===== src/rtl/ask_symbol_gen_if.sv =====
// Byte-source handshake into the ASK symbol generator: data, per-byte mode,
// valid from the source, ready back from the generator.
interface ask_symbol_gen_if;
    logic [7:0] in_data;
    logic       in_valid;
    logic       in_ready;
    logic [1:0] mode;

    modport master (
        output in_data,
        output in_valid,
        output mode,
        input  in_ready
    );

    modport slave (
        input  in_data,
        input  in_valid,
        input  mode,
        output in_ready
    );
endinterface


===== src/rtl/ask_symbol_gen.sv =====
// Serialises handshaked bytes MSB-first into signed ASK amplitudes
// (OOK / antipodal / Gray 4-level), each held SYM_LEN sample_en ticks.
module ask_symbol_gen #(
    parameter int unsigned SYM_LEN = 16
) (
    input  logic            clk,
    input  logic            rst_n,
    input  logic            sample_en,
    ask_symbol_gen_if.slave in_if,
    output logic [2:0]      base_sig,
    output logic            sym_start,
    output logic            busy,
    output logic            underrun
);
    localparam int unsigned CW = (SYM_LEN > 1) ? $clog2(SYM_LEN) : 1;
    localparam logic [CW-1:0] CNT_LAST = CW'(SYM_LEN - 1);

    typedef enum logic {
        IDLE,
        RUN
    } state_t;

    state_t        state_q, state_d;
    logic [7:0]    hold_q, hold_d;
    logic          hold_full_q, hold_full_d;
    logic [7:0]    shift_q, shift_d;
    logic [1:0]    mode_q, mode_d;
    logic [2:0]    rem_q, rem_d;
    logic [CW-1:0] cnt_q, cnt_d;
    logic [2:0]    base_q, base_d;
    logic          sym_start_q, sym_start_d;
    logic          underrun_q, underrun_d;

    logic          accept;
    logic          do_load;
    logic [1:0]    load_mode;
    logic [7:0]    next_shift;

    // b holds the top two shift bits; 1-bit modes only look at b[1].
    function automatic logic [2:0] map_sym(input logic [1:0] m, input logic [1:0] b);
        logic [2:0] amp;
        case (m)
            2'b01: amp = b[1] ? 3'b011 : 3'b101;
            2'b10: begin
                case (b)
                    2'b00:   amp = 3'b101;
                    2'b01:   amp = 3'b111;
                    2'b11:   amp = 3'b001;
                    default: amp = 3'b011;
                endcase
            end
            default: amp = b[1] ? 3'b011 : 3'b000;
        endcase
        return amp;
    endfunction

    assign accept = in_if.in_valid & ~hold_full_q;

    always_comb begin
        state_d     = state_q;
        hold_d      = hold_q;
        hold_full_d = hold_full_q;
        shift_d     = shift_q;
        mode_d      = mode_q;
        rem_d       = rem_q;
        cnt_d       = cnt_q;
        base_d      = base_q;
        sym_start_d = 1'b0;
        underrun_d  = 1'b0;
        do_load     = 1'b0;
        load_mode   = (in_if.mode == 2'b11) ? 2'b00 : in_if.mode;
        next_shift  = (mode_q == 2'b10) ? {shift_q[5:0], 2'b00} : {shift_q[6:0], 1'b0};

        // Accept needs an empty holding register, load needs a full one: never both.
        if (accept) begin
            hold_d      = in_if.in_data;
            hold_full_d = 1'b1;
        end

        if (sample_en) begin
            case (state_q)
                IDLE: do_load = hold_full_q;
                default: begin
                    if (cnt_q != CNT_LAST) begin
                        cnt_d = cnt_q + 1'b1;
                    end else if (rem_q != '0) begin
                        shift_d     = next_shift;
                        base_d      = map_sym(mode_q, next_shift[7:6]);
                        rem_d       = rem_q - 1'b1;
                        cnt_d       = '0;
                        sym_start_d = 1'b1;
                    end else if (hold_full_q) begin
                        do_load = 1'b1;
                    end else begin
                        base_d     = '0;
                        underrun_d = 1'b1;
                        state_d    = IDLE;
                    end
                end
            endcase
        end

        if (do_load) begin
            shift_d     = hold_q;
            mode_d      = load_mode;
            rem_d       = (load_mode == 2'b10) ? 3'd3 : 3'd7;
            cnt_d       = '0;
            base_d      = map_sym(load_mode, hold_q[7:6]);
            sym_start_d = 1'b1;
            hold_full_d = 1'b0;
            state_d     = RUN;
        end
    end

    always_ff @(posedge clk) begin
        if (!rst_n) begin
            state_q     <= IDLE;
            hold_q      <= '0;
            hold_full_q <= 1'b0;
            shift_q     <= '0;
            mode_q      <= '0;
            rem_q       <= '0;
            cnt_q       <= '0;
            base_q      <= '0;
            sym_start_q <= 1'b0;
            underrun_q  <= 1'b0;
        end else begin
            state_q     <= state_d;
            hold_q      <= hold_d;
            hold_full_q <= hold_full_d;
            shift_q     <= shift_d;
            mode_q      <= mode_d;
            rem_q       <= rem_d;
            cnt_q       <= cnt_d;
            base_q      <= base_d;
            sym_start_q <= sym_start_d;
            underrun_q  <= underrun_d;
        end
    end

    assign in_if.in_ready = ~hold_full_q;
    assign base_sig       = base_q;
    assign sym_start      = sym_start_q;
    assign underrun       = underrun_q;
    assign busy           = (state_q == RUN);
endmodule


===== src/flat_wrapper.sv =====
// flat-port wrapper written by rule: the top's interface ports become plain ports
module ask_symbol_gen_flat 
#(
    parameter int unsigned SYM_LEN = 16
)
  (clk, rst_n, sample_en, base_sig, sym_start, busy, underrun, in_if_in_data, in_if_in_valid, in_if_mode, in_if_in_ready);
  ask_symbol_gen_if in_if_i ();
  input  logic clk;
  input  logic rst_n;
  input  logic sample_en;
  output logic [2:0] base_sig;
  output logic sym_start;
  output logic busy;
  output logic underrun;
  input wire logic [$bits(in_if_i.in_data)-1:0] in_if_in_data;
  input wire logic [$bits(in_if_i.in_valid)-1:0] in_if_in_valid;
  input wire logic [$bits(in_if_i.mode)-1:0] in_if_mode;
  output wire logic [$bits(in_if_i.in_ready)-1:0] in_if_in_ready;
  assign in_if_i.in_data = in_if_in_data;
  assign in_if_i.in_valid = in_if_in_valid;
  assign in_if_i.mode = in_if_mode;
  assign in_if_in_ready = in_if_i.in_ready;
  ask_symbol_gen #(.SYM_LEN(SYM_LEN)) u_core (.clk(clk), .rst_n(rst_n), .sample_en(sample_en), .in_if(in_if_i), .base_sig(base_sig), .sym_start(sym_start), .busy(busy), .underrun(underrun));
endmodule

===== config.mk =====
export PLATFORM = sky130hd
export DESIGN_NAME = ask_symbol_gen_flat
export DESIGN_NICKNAME = d
export VERILOG_FILES = /design/src/rtl/ask_symbol_gen_if.sv /design/src/rtl/ask_symbol_gen.sv /design/src/flat_wrapper.sv
export SDC_FILE = /design/constraint.sdc
export NUM_CORES = 1
export LEC_CHECK = 0
export CAP_MARGIN = 40
export CORE_MARGIN = 8
export CORE_UTILIZATION = 35
export CTS_CLUSTER_DIAMETER = 120
export DETAILED_ROUTE_END_ITERATION = 16
export GPL_TIMING_DRIVEN = 0
export PLACE_DENSITY = 0.63
export SLEW_MARGIN = 5
export SYNTH_ARGS = -nofsm -noshare
export SYNTH_HDL_FRONTEND = slang
export SYNTH_SLANG_ARGS = --single-unit
export TNS_END_PERCENT = 30

===== constraint.sdc =====
create_clock -name clk -period 3 [get_ports clk]
set_clock_uncertainty 0.15 [all_clocks]
set_input_delay 0.3 -clock clk [delete_from_list [all_inputs] [get_ports clk]]
set_output_delay 0.3 -clock clk [all_outputs]
set_load 0.01 [all_outputs]

### Word level (Yosys, flattened, before mapping)

Index checks and enable logic that the tools add are counted.

* output and inout port bits: 7
* bits in registers: 31
* logic and storage cells: 86

* reductions and logical operators: 12
* muxes and demuxes: 45
* equality and inequality tests: 12
* add/sub/neg operators: 2
* bitwise gates (word level): 5

Operators with widths (count)
* 3-bit two-way mux: 14
* 7-bit two-way mux: 5
* 3-bit one-hot mux with 3 select lines: 2
* 1-bit two-way mux: 16
* 3-bit one-hot mux with 2 select lines: 2
* 2-bit == test, second input constant: 5
* 2-bit by 1-bit == test with 1-bit output, second input constant: 4
* 4-bit two-way mux: 2
* 8-bit two-way mux: 1
* 4-bit AND reduction: 2
* 2-bit nonzero test: 4
* 2-bit two-way mux: 3
* 5-bit OR reduction: 1
* 4-bit by 1-bit adder with 4-bit output, second input constant: 1
* 2-bit logical NOT: 2
* 4-bit inequality test, second input constant: 1
* 1-bit inverter: 4
* 3-bit inequality test, second input constant: 1
* 3-bit AND reduction: 1
* 3-bit nonzero test: 1
* 3-bit by 1-bit subtractor with 3-bit output, second input constant: 1
* 2-bit by 1-bit inequality test with 1-bit output, second input constant: 1
* 2-bit OR reduction: 1
* 1-bit bitwise AND: 1

### Logic depth before layout (Yosys ltp)

Gate-level depths: netlist (run 1).

* depth after elaboration: 10
* depth in mapped cells: 7
* depth with buffers taken out: 6

### Worst setup path after synthesis (run 1)

Ideal clock, no wire load.

* path type: reg-to-reg
* start point: register u_core.rem_q[0]
* end point: register u_core.base_q[2], in the netlist u_core.base_sig[2]
* setup slack: 1155 ps
* required time: 2776 ps
* setup time: 74 ps
* buffers on the path: 0
* data arrival time: 1621 ps
* stages on the path, launching flop included: 7
* cells stage by stage: dfxtp_1 inv_1 ha_1 and4b_4 a21o_4 or4_1 a31oi_1

* cells in the longest elaborated chain, start to end: 7
* elaborated cells on any way between the ends: 15

Ends and longest elaborated chain
* start: declaration: RTL line ask_symbol_gen.sv:28 `logic [2:0] rem_q, rem_d;`
* start signal: assignment: RTL line ask_symbol_gen.sv:133 `rem_q <= rem_d;`
* 3-bit nonzero test (*): RTL line ask_symbol_gen.sv:86 `end else if (rem_q != '0) begin`
* 1-bit two-way mux: RTL line ask_symbol_gen.sv:86
* 1-bit two-way mux: RTL line ask_symbol_gen.sv:84 `if (cnt_q != CNT_LAST) begin`
* 1-bit two-way mux: RTL line ask_symbol_gen.sv:81 `case (state_q)`
* 1-bit two-way mux: RTL line ask_symbol_gen.sv:80 `if (sample_en) begin`
* 3-bit inequality test (no source line) (tied with other cells)
* 4-bit AND reduction (no source line)
* end signal: assignment: RTL line ask_symbol_gen.sv:135 `base_q <= base_d;`
* end: declaration: RTL line ask_symbol_gen.sv:30 `logic [2:0] base_q, base_d;`

Every way passes the cells marked *; elsewhere a longest branch is shown, timed or not. The select of a mux whose other input is x is not followed.
A chain may end at the register's enable or synchronous reset.

### Final worst setup path (run 1)

* start point: register u_core.cnt_q[0]
* end point: register u_core.cnt_q[0]

* cells in the longest elaborated chain, start to end: 5
* elaborated cells on any way between the ends: 9

Ends and longest elaborated chain
* start: declaration: RTL line ask_symbol_gen.sv:29 `logic [CW-1:0] cnt_q, cnt_d;`
* start signal: assignment: RTL line ask_symbol_gen.sv:134 `cnt_q <= cnt_d;`
* 4-bit inequality test: RTL line ask_symbol_gen.sv:84
* 1-bit two-way mux: RTL line ask_symbol_gen.sv:84
* 1-bit two-way mux: RTL line ask_symbol_gen.sv:81
* 1-bit two-way mux: RTL line ask_symbol_gen.sv:80
* 2-bit OR reduction (no source line)

Several ways; a longest one is shown, not always the timed one.

==> metrics.csv, run 1 <==
stage,metric,value,unit
outcome,status,"complete, no violations",
sta,tightestPinTransition,0.6506,ns
critical_path,reg2reg_depth,5,
floorplanning,pin_count,21,
clock_network,cts.repair.resized,0,
pwr,peakVddDrop,0.0002607,V
critical_path,startpoint,u_core.cnt_q[0]$_SDFFE_PP0P_,
sta,min_period,2.074,ns
global_routing,grt-ovfl-total,0,
detailed_routing,dr.pass1.iters,4,
critical_path,crit_fanout,6,
floorplanning,dieWidth,84.64,um
critical_path,worstPathArrival,2.13,ns
pwr,powerDensity,460.0,nW/um2
sta,rsz0062_at_grt,no,
pwr,p_clk_frac,0.366,
yosys,syn_avg_cell_area,8.725,um2
placed_design,place_area,1897,um2
floorplanning,die_y,84.64,um
clock_network,htree_levels,2,
clock_network,clock-sinks,31,
layout,multi_input_area,930.9,um2
critical_path,path_delay_family,compound AO/OA/AOI/OAI gates,
critical_path,end_kind,register,
pwr,p_leak,0.7518,nW
yosys,ys_ff_latch,31,
critical_path,endpoint,u_core.cnt_q[0]$_SDFFE_PP0P_,
placed_design,preCtsSetupSlack,0.9277,ns
hold_path,hold_class,input pin to register,
critical_path,required,3.06,ns
global_routing,track_usage,0.1098,
critical_path,r2r_slack,0.93,ns
detailed_routing,antenna_left,0,
pwr,intPower,673.9,uW
sta,final_max_slew_viol_count,0,
critical_path,path_buf_inv,0,
floorplanning,placementRows,25,
detailed_routing,post_drt_wl_per_cell,12.88,um
sta,fmax,0.4821,GHz
layout,seq_area,620.6,um2
clock_network,cts_tree,yes,
layout,drive_above_1_share,0.08411,
sta,timing.final.crit_share,0.6914,
critical_path,critPathLaunchType,register,
layout,final_cells,268,
layout,finish.utilization,0.4286,
critical_path,cpPeakStageDelay,0.42,ns
clock_network,root_buffer,clkbuf_8,
critical_path,crit_slowest_cell,o21ai_0,
sta,finalSetupViolations,0,
clock_network,clk-insertion-delay-late,0.29,ns
placed_design,gp_routability_congestion,0.8056,
placed_design,dp.cells,261,
placed_design,io_buffers,18,
layout,fillCellCount,487,
yosys,netlist_instances,189,
placed_design,dp_hpwl,2.560,mm
floorplanning,dieArea,7164,um2
pwr,swShare,0.2617,
critical_path,path_depth,5,
clock_network,cts_hold_buf,0,
global_routing,grt_pass1_wl,6.285,mm
global_routing,grt_pass1_vias,1381,
yosys,synth_cell_types,43,
detailed_routing,drtIter0Drc,55,
yosys,yosysWarningCount,0,
global_routing,grt_max_degree,11,
sta,finalHoldViolCount,0,
layout,final_cell_mix,"dfxtp_1, nor2_1, clkdlybuf4s50_1",
yosys,syn-cell-area,1649,um2
clock_network,cts.path.max_buffers,2,
pwr,combPwrFrac,0.142,
sta,worst_slack,0.9258,ns
layout,fin_area,1984,um2
clock_network,numCtsBuffers,5,
sta,setup_tns,0,ns
floorplanning,start_util,0.3562,
global_routing,antenna_found_initial,0,
sta,whs,0.1149,ns
pwr,seqPwrFrac,0.492,
clock_network,clkTransAtPathRegs,0.06,ns
critical_path,r2r-start,u_core.cnt_q[0]$_SDFFE_PP0P_,
detailed_routing,routed_wl,3.452,mm
floorplanning,core,4629,um2
layout,area_delta_synth_final,20.33,%
clock_network,cts_setup_buffers,0,
detailed_routing,via_per_inst,5.172,
critical_path,crit_chain,ha_1 > nand3_1 > o21ai_0 > mux2_2 > a211oi_1,
detailed_routing,drcViolationCount,0,
sta,slew_headroom,0.5663,
pwr,p_switching,238.9,uW
critical_path,timing.rr.end,u_core.cnt_q[0]$_SDFFE_PP0P_,
yosys,ys_seq_area_frac,0.3763,
flow_run,drv_cap,0,
layout,n_antenna_cell,0,
pwr,power.total,912.7,uW
detailed_routing,vias,1386,
layout,final_common_cell,dfxtp_1,
layout,layout.nets,239,
critical_path,path_class,register to register,
yosys,syn_nets,214,
[cell families (layout without fill, tap and decap cells)]
logic type	Yosys count	count (layout)	share of synthesized area
AOI/OAI and AO/OA	43	43	0.1783
xor gates and xnor gates	2	2	0.01062
adders and majority gates	11	11	0.08346
buffers and inverters	23	48	0.05917
DFF	31	31	0.3763
muxes	14	14	0.08573
and+or+nand+nor	65	65	0.2064
[metal layers]
| layer | track usage | vias to the layer above | share of wire | wire [um] |
|---|---|---|---|---|
| met4 | 0.05663 | 0 | 0.023 | 80 |
| met3 | 0.04878 | 7 | 0.060 | 206 |
| met1 | 0.1360 | 635 | 0.51 | 1760 |
| li1 | - | 716 | - | - |
| met2 | 0.1553 | 28 | 0.41 | 1405 |
| met5 | 0 | - | 0 | 0 |
[cells in the mapped netlist]
cell type | instances | area (um2)
or2b_1 | 1 | 7.510
xor2_1 | 1 | 8.760
nand4_1 | 3 | 18.77
a21bo_2 | 1 | 10.01
nor3_1 | 7 | 35.03
dfxtp_1 | 31 | 620.6
a211oi_1 | 4 | 30.03
a21oi_2 | 1 | 8.760
mux2_2 | 1 | 11.26
a31oi_1 | 2 | 12.51
nand3_1 | 2 | 10.01
o21ai_0 | 7 | 35.03
and3_1 | 2 | 12.51
o211ai_1 | 4 | 30.03
and2_1 | 2 | 12.51
o211a_1 | 1 | 10.01
inv_1 | 14 | 52.55
nor4_1 | 1 | 6.260
a2111oi_1 | 1 | 10.01
a21o_4 | 1 | 15.01
nor2b_1 | 4 | 25.02
and3b_1 | 1 | 8.760
buf_4 | 2 | 15.01
mux2i_1 | 13 | 130.1
o22ai_1 | 1 | 6.260
clkbuf_1 | 4 | 15.01
nor3_4 | 1 | 16.27
a21oi_1 | 13 | 65.06
a211o_1 | 1 | 8.760
a221oi_1 | 1 | 8.760
a2111oi_0 | 3 | 26.28
nand2b_1 | 3 | 18.77
a311oi_1 | 1 | 8.760
nor2_1 | 18 | 67.56
buf_2 | 3 | 15.01
and4_1 | 1 | 8.760
and4b_4 | 1 | 13.76
nand3b_1 | 2 | 15.01
xnor2_1 | 1 | 8.760
or4_1 | 1 | 7.510
o32ai_1 | 1 | 8.760
ha_1 | 11 | 137.6
nand2_1 | 15 | 56.30
[power by group through the flow]
stage / Combinational (mW) / Sequential [mW] / Clock, mW
2_1_floorplan: 0.0856 / 0.455 / 0
3_3_place_gp: 0.130 / 0.457 / 0
3_5_place_dp: 0.130 / 0.458 / 0
4_1_cts: 0.131 / 0.449 / 0.350
5_1_grt: 0.146 / 0.452 / 0.370
6_report: 0.129 / 0.449 / 0.334
[flip-flops by register name (all words and copies together) (netlist names), 2 cells and up]
| register | count |
|---|---|
| u_core.cnt_q | 4 |
| u_core.shift_q | 7 |
| u_core.base_sig | 3 |
| u_core.rem_q | 3 |
| u_core.mode_q | 2 |
| u_core.hold_q | 8 |
[worst min path at each step]
stage / from / end / slack (ns) / cells past startpoint
2_1_floorplan: u_core.hold_q[0]$_SDFFE_PN0P_ / u_core.shift_q[0]$_SDFFE_PN0P_ / 0.28 / 2
3_3_place_gp: u_core.hold_q[0]$_SDFFE_PN0P_ / u_core.shift_q[0]$_SDFFE_PN0P_ / 0.30 / 2
3_5_place_dp: u_core.hold_q[0]$_SDFFE_PN0P_ / u_core.shift_q[0]$_SDFFE_PN0P_ / 0.30 / 2
4_1_cts: sample_en / u_core.cnt_q[0]$_SDFFE_PP0P_ / 0.10 / 2
5_1_grt: sample_en / u_core.cnt_q[0]$_SDFFE_PP0P_ / 0.11 / 2
6_report: sample_en / u_core.cnt_q[0]$_SDFFE_PP0P_ / 0.11 / 2
[cell type report]
class,instances,area share
well taps,54,0.03405
repair buffers,18,0.09079
clock buffers,6,0.04161
plain buffers,9,0.02270
flip-flops and latches,31,0.3127
inverters,14,0.02648
multi-input cells,135,0.4691
clock inverters,1,0.002522
(Power assumes the default switching activity.)
==> run 2: changes to the inputs <==
--- a/config.mk
+++ b/config.mk
@@ -11,7 +11,7 @@
 export CTS_CLUSTER_DIAMETER = 120
 export DETAILED_ROUTE_END_ITERATION = 16
 export GPL_TIMING_DRIVEN = 0
-export PLACE_DENSITY = 0.63
+export PLACE_DENSITY = 0.65
 export SLEW_MARGIN = 5
 export SYNTH_ARGS = -nofsm -noshare
 export SYNTH_HDL_FRONTEND = slang
==> constraint.sdc (replaced) <==
create_clock -name clk -period 1.9 [get_ports clk]
set_clock_uncertainty 0.15 [all_clocks]
set_input_delay 0.19 -clock clk [delete_from_list [all_inputs] [get_ports clk]]
set_output_delay 0.19 -clock clk [all_outputs]
set_load 0.01 [all_outputs]
==> metrics.csv, run 2 (synthesis results as in run 1) <==
stage,metric,value,unit,change
floorplanning,pin_count,21,,unchanged
critical_path,critPathLaunchType,register,,
clock_network,clk-insertion-delay-late,0.28,ns,about the same
sta,whs,0.01754,ns,-0.09735 ns
clock_network,htree_levels,2,,unchanged
sta,final_max_slew_viol_count,0,,unchanged
sta,fmax,0.5529,GHz,+15%
critical_path,path_class,register to register,,
sta,rsz0062_at_grt,no,,
sta,slew_headroom,0.6050,,+0.03867
clock_network,clock-sinks,31,,unchanged
critical_path,cpPeakStageDelay,0.40,ns,-0.02 ns
flow_run,drv_cap,0,,unchanged
pwr,powerDensity,793.7,nW/um2,+73%
placed_design,place_area,1897,um2,unchanged
critical_path,crit_slowest_cell,or4_1,,
outcome,status,"complete, no violations",,
layout,final_common_cell,dfxtp_1,,
hold_path,min_to,u_core.cnt_q[0]$_SDFFE_PP0P_,,
layout,largest_reg_flops,8,,unchanged
layout,seq_area,626.9,um2,+1.0%
floorplanning,placementRows,25,,unchanged
placed_design,preCtsSetupSlack,-0.1620,ns,-1.090 ns
global_routing,antenna_found_initial,0,,unchanged
sta,finalHoldViolCount,0,,unchanged
layout,fin_area,2145,um2,+8.1%
layout,fillCellCount,477,,-2.1%
critical_path,crit_chain,inv_1 > ha_4 > and4b_4 > a21o_4 > or4_1 > a31oi_1,,
clock_network,cts.path.max_buffers,2,,unchanged
layout,final_cell_mix,"dfxtp_1, clkdlybuf4s50_1, nor2_1",,
detailed_routing,antenna_left,0,,unchanged
sta,tightestPinTransition,0.5926,ns,-0.05801 ns
critical_path,crit_fanout,7,,+1
layout,area_delta_synth_final,30.05,%,
floorplanning,start_util,0.3562,,unchanged
clock_network,numCtsBuffers,5,,unchanged
pwr,p_leak,0.7972,nW,+6.0%
critical_path,path_depth,6,,+1
layout,regMostFlops,u_core.hold_q,,
sta,min_period,1.809,ns,-0.2656 ns
sta,timing.final.crit_share,0.9519,,+0.2605
hold_path,hold-path-cell-count,2,,unchanged
global_routing,track_usage,0.1063,,-0.003507
detailed_routing,drtIter0Drc,66,,+20%
clock_network,root_buffer,clkbuf_8,,
layout,multi_input_area,998.5,um2,+7.3%
layout,drive_above_1_share,0.1606,,+0.07644
critical_path,path_buf_inv,1,,+1
layout,n_antenna_cell,0,,unchanged
critical_path,timing.rr.end,u_core.base_sig[2]$_SDFFE_PN0P_,,
hold_path,worstHoldStart,sample_en,,
detailed_routing,drcViolationCount,0,,unchanged
placed_design,io_buffers,18,,unchanged
floorplanning,core,4629,um2,unchanged
critical_path,worstPathArrival,1.87,ns,-0.26 ns
critical_path,required,1.96,ns,-1.10 ns
floorplanning,dieArea,7164,um2,unchanged
floorplanning,dieWidth,84.64,um,unchanged
detailed_routing,vias,1383,,-0.22%
clock_network,cts_tree,yes,,
critical_path,end_kind,register,,
placed_design,dp_hpwl,2.608,mm,+1.9%
floorplanning,die_y,84.64,um,unchanged
global_routing,grt_pass1_wl,6.279,mm,about the same
critical_path,reg2reg_depth,6,,+1
global_routing,grt_max_degree,11,,unchanged
clock_network,clkTransAtPathRegs,0.06,ns,about the same
hold_path,hold_class,input pin to register,,
critical_path,r2r_slack,0.09,ns,-0.83 ns
sta,finalSetupViolations,0,,unchanged
critical_path,startpoint,u_core.rem_q[1]$_SDFFE_PN0P_,,
detailed_routing,post_drt_wl_per_cell,13.30,um,+3.3%
sta,setup_tns,0,ns,unchanged
global_routing,grt-ovfl-total,0,,unchanged
placed_design,gp_routability_congestion,0.7684,,-4.6%
pwr,peakVddDrop,0.0003540,V,+36%
clock_network,cts_hold_buf,0,,unchanged
layout,layout.nets,242,,+1.3%
global_routing,grt_pass1_vias,1322,,-4.3%
sta,worst_slack,0.09133,ns,-0.8344 ns
critical_path,path_delay_family,simple AND/OR/NAND/NOR gates,,
detailed_routing,via_per_inst,5.085,,-1.7%
detailed_routing,dr.pass1.iters,4,,unchanged
layout,largestRegisters,"u_core.hold_q x8, u_core.shift_q x7, u_core.cnt_q x4",,
detailed_routing,routed_wl,3.618,mm,+4.8%
critical_path,r2r-start,u_core.rem_q[1]$_SDFFE_PN0P_,,
## run 2: what timing repair did
action                                  in CTS  in global routing
pin swaps                                    4                  5
gates cloned                                 0                  0
setup buffers                                1                  2
endpoints found under the setup margin      12                 14
resized for setup                           13                 16
## run 2: final cells by class
type                    instances  area share
multi-input cells             135      0.4656
flip-flops and latches         31      0.2923
repair buffers                 21     0.09627
clock buffers                   6     0.03384
well taps                      54     0.03151
clock inverters                 2     0.02800
plain buffers                   9     0.02800
inverters                      14     0.02450
## run 2: power by group
group / total (mW) / switching, mW / internal (mW)
Combinational: 0.223 / 0.111 / 0.111
Sequential: 0.712 / 0.0298 / 0.683
Clock: 0.767 / 0.243 / 0.524
## run 2: worst max path at each step
stage	endpoint	slack (ns)
6_report	u_core.base_sig[2]$_SDFFE_PN0P_	0.09
3_3_place_gp	u_core.shift_q[4]$_SDFFE_PN0P_	-0.14
3_5_place_dp	u_core.shift_q[4]$_SDFFE_PN0P_	-0.16
5_1_grt	u_core.shift_q[4]$_SDFFE_PN0P_	0.002
4_1_cts	u_core.cnt_q[0]$_SDFFE_PP0P_	0.006
2_1_floorplan	u_core.base_sig[2]$_SDFFE_PN0P_	0.06
## run 2: stage by stage
step | power, mW | utilization | std cells
final | 1.702 | 0.4632 | 272
after global placement | 0.9252 | 0.4097 | 261
after CTS | 1.704 | 0.4473 | 270
after global routing | 1.775 | 0.4632 | 272
after detailed placement | 0.9288 | 0.4097 | 261
after floorplan | 0.8533 | - | 189
## run 2: layer usage
layer,global-route usage,vias to the layer above,wire length [um]
met4,0.03398,0,40
met1,0.1380,620,1791
met5,0,-,0
li1,-,722,-
met3,0.03512,7,208
met2,0.1603,34,1578
